--- src/rtl/muldiv_unit_pkg.sv ---
// Shared definitions for the iterative multiply/divide unit: op encodings,
// FSM state type and a small magnitude helper.
package muldiv_unit_pkg;

    localparam logic [2:0] MD_MULT  = 3'd0;
    localparam logic [2:0] MD_MULTU = 3'd1;
    localparam logic [2:0] MD_DIV   = 3'd2;
    localparam logic [2:0] MD_DIVU  = 3'd3;
    localparam logic [2:0] MD_MTHI  = 3'd4;
    localparam logic [2:0] MD_MTLO  = 3'd5;

    typedef enum logic [1:0] {
        StIdle,
        StCalc,
        StFix
    } md_state_e;

    // 0x80000000 maps to itself, which is the correct unsigned magnitude.
    function automatic logic [31:0] abs32(input logic [31:0] v);
        return v[31] ? (~v + 32'd1) : v;
    endfunction

endpackage

--- src/rtl/md_iter_core.sv ---
// Iteration datapath: 64-bit working register, step counter and one
// shift-add (multiply) or restoring shift-subtract (divide) step per cycle.
module md_iter_core
    import muldiv_unit_pkg::*;
(
    input  logic        clk,
    input  logic        rst,
    input  logic        load,
    input  logic        is_div,
    input  logic        step_en,
    input  logic [31:0] a_mag,
    input  logic [31:0] b_mag,
    output logic [63:0] work,
    output logic        done
);

    logic [63:0] work_q, work_d;
    logic [31:0] opnd_q;
    logic [4:0]  count_q;
    logic [32:0] add_sum;
    logic [32:0] sub_diff;

    always_comb begin
        add_sum  = {1'b0, work_q[63:32]} + {1'b0, (work_q[0] ? opnd_q : 32'd0)};
        // Bit 32 set means the shifted remainder is below the divisor.
        sub_diff = work_q[63:31] - {1'b0, opnd_q};
        work_d   = work_q;
        if (is_div) begin
            work_d = sub_diff[32] ? {work_q[62:0], 1'b0}
                                  : {sub_diff[31:0], work_q[30:0], 1'b1};
        end else begin
            work_d = {add_sum, work_q[31:1]};
        end
    end

    always_ff @(posedge clk) begin
        if (rst) begin
            work_q  <= 64'd0;
            opnd_q  <= 32'd0;
            count_q <= 5'd0;
        end else if (load) begin
            work_q  <= {32'd0, a_mag};
            opnd_q  <= b_mag;
            count_q <= 5'd0;
        end else if (step_en) begin
            work_q  <= work_d;
            count_q <= count_q + 5'd1;
        end
    end

    assign work = work_q;
    assign done = (count_q == 5'd31);

endmodule

--- src/rtl/muldiv_unit.sv ---
// Iterative MULT/MULTU/DIV/DIVU unit with architectural HI/LO registers,
// sign correction on commit and a stall request for dependent instructions.
module muldiv_unit
    import muldiv_unit_pkg::*;
(
    input  logic        clk,
    input  logic        rst,
    input  logic        start_i,
    input  logic [2:0]  op_i,
    input  logic [31:0] a_i,
    input  logic [31:0] b_i,
    input  logic        flush_i,
    input  logic        mf_req_i,
    input  logic        mf_sel_i,
    output logic [31:0] mf_data_o,
    output logic        busy_o,
    output logic        stall_o,
    output logic [31:0] hi_o,
    output logic [31:0] lo_o
);

    md_state_e   state_q, state_d;
    logic [31:0] hi_q, lo_q;
    logic        sa_q, sb_q, is_div_q, div_zero_q;
    logic [31:0] a_raw_q;

    logic        accept, md_start, signed_op, step_en, done;
    logic [63:0] work;
    logic [63:0] mul_res;
    logic [31:0] div_lo, div_hi;

    assign accept    = (state_q == StIdle) && start_i && !flush_i;
    assign md_start  = accept && (op_i <= MD_DIVU);
    assign signed_op = (op_i == MD_MULT) || (op_i == MD_DIV);

    md_iter_core u_core (
        .clk     (clk),
        .rst     (rst),
        .load    (md_start),
        .is_div  (is_div_q),
        .step_en (step_en),
        .a_mag   (signed_op ? abs32(a_i) : a_i),
        .b_mag   (signed_op ? abs32(b_i) : b_i),
        .work    (work),
        .done    (done)
    );

    always_ff @(posedge clk) begin
        if (rst) begin
            state_q <= StIdle;
        end else begin
            state_q <= state_d;
        end
    end

    always_comb begin
        state_d = state_q;
        case (state_q)
            StIdle: if (md_start) state_d = StCalc;
            StCalc: begin
                if (flush_i) begin
                    state_d = StIdle;
                end else if (done) begin
                    state_d = StFix;
                end
            end
            StFix:   state_d = StIdle;
            default: state_d = StIdle;
        endcase
    end

    always_comb begin
        busy_o    = (state_q != StIdle);
        stall_o   = busy_o && (start_i || mf_req_i);
        mf_data_o = mf_sel_i ? hi_q : lo_q;
        step_en   = (state_q == StCalc);
    end

    always_comb begin
        mul_res = (sa_q ^ sb_q) ? (~work + 64'd1) : work;
        div_lo  = (sa_q ^ sb_q) ? (~work[31:0] + 32'd1) : work[31:0];
        div_hi  = sa_q ? (~work[63:32] + 32'd1) : work[63:32];
    end

    always_ff @(posedge clk) begin
        if (rst) begin
            sa_q       <= 1'b0;
            sb_q       <= 1'b0;
            is_div_q   <= 1'b0;
            div_zero_q <= 1'b0;
            a_raw_q    <= 32'd0;
        end else if (md_start) begin
            sa_q       <= signed_op && a_i[31];
            sb_q       <= signed_op && b_i[31];
            is_div_q   <= (op_i == MD_DIV) || (op_i == MD_DIVU);
            div_zero_q <= (b_i == 32'd0);
            a_raw_q    <= a_i;
        end
    end

    always_ff @(posedge clk) begin
        if (rst) begin
            hi_q <= 32'd0;
            lo_q <= 32'd0;
        end else if (accept && op_i == MD_MTHI) begin
            hi_q <= a_i;
        end else if (accept && op_i == MD_MTLO) begin
            lo_q <= a_i;
        end else if (state_q == StFix && !flush_i) begin
            if (!is_div_q) begin
                {hi_q, lo_q} <= mul_res;
            end else if (div_zero_q) begin
                hi_q <= a_raw_q;
                lo_q <= 32'hFFFF_FFFF;
            end else begin
                hi_q <= div_hi;
                lo_q <= div_lo;
            end
        end
    end

    assign hi_o = hi_q;
    assign lo_o = lo_q;

endmodule
--- config.mk ---
export PLATFORM = sky130hd
export DESIGN_NAME = muldiv_unit
export DESIGN_NICKNAME = d
export VERILOG_FILES = /design/src/rtl/muldiv_unit_pkg.sv /design/src/rtl/md_iter_core.sv /design/src/rtl/muldiv_unit.sv
export SDC_FILE = /design/constraint.sdc
export NUM_CORES = 1
export LEC_CHECK = 0
export CORE_AREA = 10 10 201 184
export CTS_CLUSTER_DIAMETER = 40
export DETAILED_ROUTE_END_ITERATION = 10
export DIE_AREA = 0 0 211 194
export PLACE_DENSITY = 0.74
export SYNTH_ARGS = -nofsm -noshare
export SYNTH_HDL_FRONTEND = slang
export SYNTH_HIERARCHICAL = 1
export SYNTH_SLANG_ARGS = --single-unit
--- constraint.sdc ---
create_clock -name clk -period 3.12 [get_ports clk]
set_input_delay 0.78 -clock clk [delete_from_list [all_inputs] [get_ports clk]]
set_output_delay 0.78 -clock clk [all_outputs]
set_load 0.005 [all_outputs]
==> summary.txt <==
Run status
  – Status: finished with violations
  – Failing checks: setup timing

Synth
  – Async S/R FF share, synth: 0
  – Register bit count reported by yosys: 203
  – Syn_nets: 2410
  – Syn avg cell area: 7.554 um^2
  – Seq/Total Area, Yosys: 0.2375
  – Synthesized cell area: 17110 um^2
  – EDFF count, synth: 0
  – Yosys warning total: 6
  – Mapped Cells: 2265
  – Ys flop type: dfxtp_1
  – Yosys cell types: 96

Cells and area
  – Nets@finish: 2829
  – Commonest non-fill, non-tap cell in the layout: buf_4
  – Area growth from synthesis to layout: 38.59%
  – Final core utilization: 0.7266
  – Fill count: 2542
  – Layout cells sized above 1: 0.2301
  – Commonest cells after routing, fill and taps aside: buf_4 (340), a21oi_1 (242), nor2_1 (235)

Drt
  – DR WL/cell: 23.38 um
  – Initial drt markers: 2345
  – Residual DRC: 0
  – Avg Vias per Cell: 6.372
  – Vias: 20000
  – Total wire length: 73390 um
  – Antenna Violating Nets Remaining: 0
  – Drt pass-1 iters: 6

Die
  – Die Span Y: 194 um
  – Core Region: 32630 um^2
  – FP Rows: 63
  – Full die area: 40930 um^2
  – Io pins: 171
  – Chip width: 211 um
  – Initial Util: 0.5243

STA
  – Final critical-path required period: 3.162 ns
  – Period Utilization, post-route: 1.013
  – Rel. slew slack: 0.3016
  – Fin Setup TNS: -0.09315 ns
  – Fmax: 316.3 MHz
  – Final setup viols: 5
  – Tightest Pin Transition: 1.048 ns
  – RSZ-0062 raised after global routing: yes
  – Worst Skew: 0.02811 ns
  – Final Worst Setup Slack: -0.04177 ns
  – Slew Viols, Final: 0
  – Final Hold Violating Endpoints: 0

Power
  – Power per Cell Area: 424.6 nW/um^2
  – IR drop worst, VDD: 0.4259 mV
  – Power Internal: 0.006744 W
  – Overall Power: 0.01007 W
  – Gate power share: 0.292
  – Leak Pwr: 9.606 nW
  – P_sw: 0.003323 W
  – Sequential share of power: 0.278
  – Clock power share: 0.431
  – Sw Share: 0.3301

Critical path
  – R2R cell count: 15
  – CP arrival: 3.59 ns
  – Worst Path Required: 3.55 ns
  – Nature of the critical path endpoint: flip-flop
  – Critical path peak fanout: 5
  – Startpoint types: flip-flop
  – Crit Path Category: reg2reg

Clocking
  – CTS tree: yes
  – H-tree depth: 2
  – CTS Hold Bufs: 0
  – Worst-Skew Late Latency: 0.56 ns
  – Root Driver: clkbuf_16
  – Clock sink count: 203
  – Clock Pin Slew Worst Setup and Hold Paths: 0.05 ns
  – Bufs on Longest Clock Path: 3
  – CTS Buf Count: 41

GRT
  – Vias in the first global route: 18840
  – Gr usage total: 0.3323
  – Initial antenna violation count: 2
  – First-pass GRT wire length: 108800 um
  – Global route total overflow: 0
  – Largest net degree at the start of global routing: 95

Placed design
  – Hpwl dp: 53630 um
  – # port buffers: 170
  – Routability congestion estimate: 0.9997

Min path
  – Worst Hold Class: reg2reg
  – Worst hold path stage count: 2

Flow run
  – Max_cap viols: 0
[flip-flops by register name (all words and copies together) (netlist names)]
register        cells
u_core/count_q      5
u_core/opnd_q      32
lo_o               32
is_div_q            1
u_core/work        64
hi_o               32
sa_q                1
a_raw_q            32
state_q             2
div_zero_q          1
sb_q                1
[area by class of cell]
type | count | area (um^2) | share of cell area
sequential | 203 | 4088 | 0.1724
clock inverter | 21 | 203.9 | 0.008601
clock buffer | 54 | 1145 | 0.04828
tap | 422 | 528.0 | 0.02227
timing repair buffer | 531 | 4649 | 0.1961
multi-input combinational | 1839 | 12840 | 0.5414
inverter | 68 | 257.7 | 0.01087
antenna | 1 | 2.502 | 0.0001055
[worst max-delay path, cell delays in order, from the launching register on]
cell and delay, ns:
dfxtp_4 0.36, buf_12 0.13, and2_4 0.16, ha_4 0.16
fa_2 0.37, a21oi_4 0.17, o211ai_1 0.14, a21o_1 0.22
o21a_2 0.25, a21oi_4 0.23, o41ai_4 0.10, a21oi_4 0.20
buf_6 0.12, xor2_2 0.13, a21oi_1 0.08, a32o_1 0.21
[power groups by stage]
stage,registers [W],logic (W),clock network [W]
2_1_floorplan,0.00281,0.00156,0
3_3_place_gp,0.00284,0.00255,0
3_5_place_dp,0.00284,0.00259,0
6_report,0.00280,0.00294,0.00433
4_1_cts,0.00279,0.00270,0.00435
5_1_grt,0.00280,0.00312,0.00448
[cell usage after synthesis (25+ instances only)]
cell | count | area, um^2
a211oi_1 | 55 | 412.9
a21o_1 | 32 | 240.2
a21oi_1 | 261 | 1306
a31oi_1 | 25 | 156.4
and2_1 | 44 | 275.3
clkbuf_1 | 112 | 420.4
dfxtp_1 | 203 | 4064
ha_1 | 70 | 875.8
inv_1 | 67 | 251.5
mux2_2 | 33 | 371.6
mux2i_1 | 99 | 991.0
nand2_1 | 206 | 773.2
nand3_1 | 29 | 145.1
nor2_1 | 238 | 893.4
nor3_1 | 55 | 275.3
nor4_1 | 28 | 175.2
o21ai_0 | 111 | 555.5
xnor2_1 | 96 | 840.8
xor2_1 | 82 | 718.2
[logic make-up after synthesis]
logic type      share of synthesized area
mux                               0.08907
compound gates                     0.2498
xor+xnor                          0.09112
simple gates                       0.2267
fa+ha+maj                         0.05353
flops                              0.2375
buf+inv                           0.05228
[path summary, 6_finish.rpt]
kind	from	endpoint	slack, ns
max	u_core/work[0]$_SDFFE_PP0P_	u_core/work[59]$_SDFFE_PP0P_	-0.04
max reg2reg	u_core/work[0]$_SDFFE_PP0P_	u_core/work[59]$_SDFFE_PP0P_	-0.04
min reg2reg	a_raw_q[29]$_SDFFE_PP0P_	a_raw_q[29]$_SDFFE_PP0P_	0.46
min	a_raw_q[29]$_SDFFE_PP0P_	a_raw_q[29]$_SDFFE_PP0P_	0.46
[metrics by stage]
step                hold slack [ns]  std cells  instance area (um^2)  setup WS, ns
finish                       0.4575       3139                 23710      -0.04177
global placement             0.4419       3039                 21420       -0.6707
CTS                          0.4544       3121                 23030      0.002653
global route                 0.4749       3138                 23710       -0.1622
floorplan                    0.4328       2265                 17120      0.006508
detailed placement           0.4472       3039                 21420       -0.6967
[layer usage]
| layer | global-route usage | vias to the layer above | wire length [um] |
|---|---|---|---|
| met5 | 0 | - | 17 |
| met1 | 0.4380 | 9580 | 30040 |
| met3 | 0.08824 | 226 | 8107 |
| li1 | - | 9093 | - |
| met4 | 0.1337 | 2 | 2952 |
| met2 | 0.5028 | 1100 | 32270 |
[what timing repair did]
item,4_1_cts,5_1_grt
cloned,3,0
setup endpoints to repair,34,35
gates resized for setup,38,109
pin swaps,23,51
setup buffers,5,17
hold endpoints to repair,0,0
No activity file was read; power rests on OpenSTA's default activity.
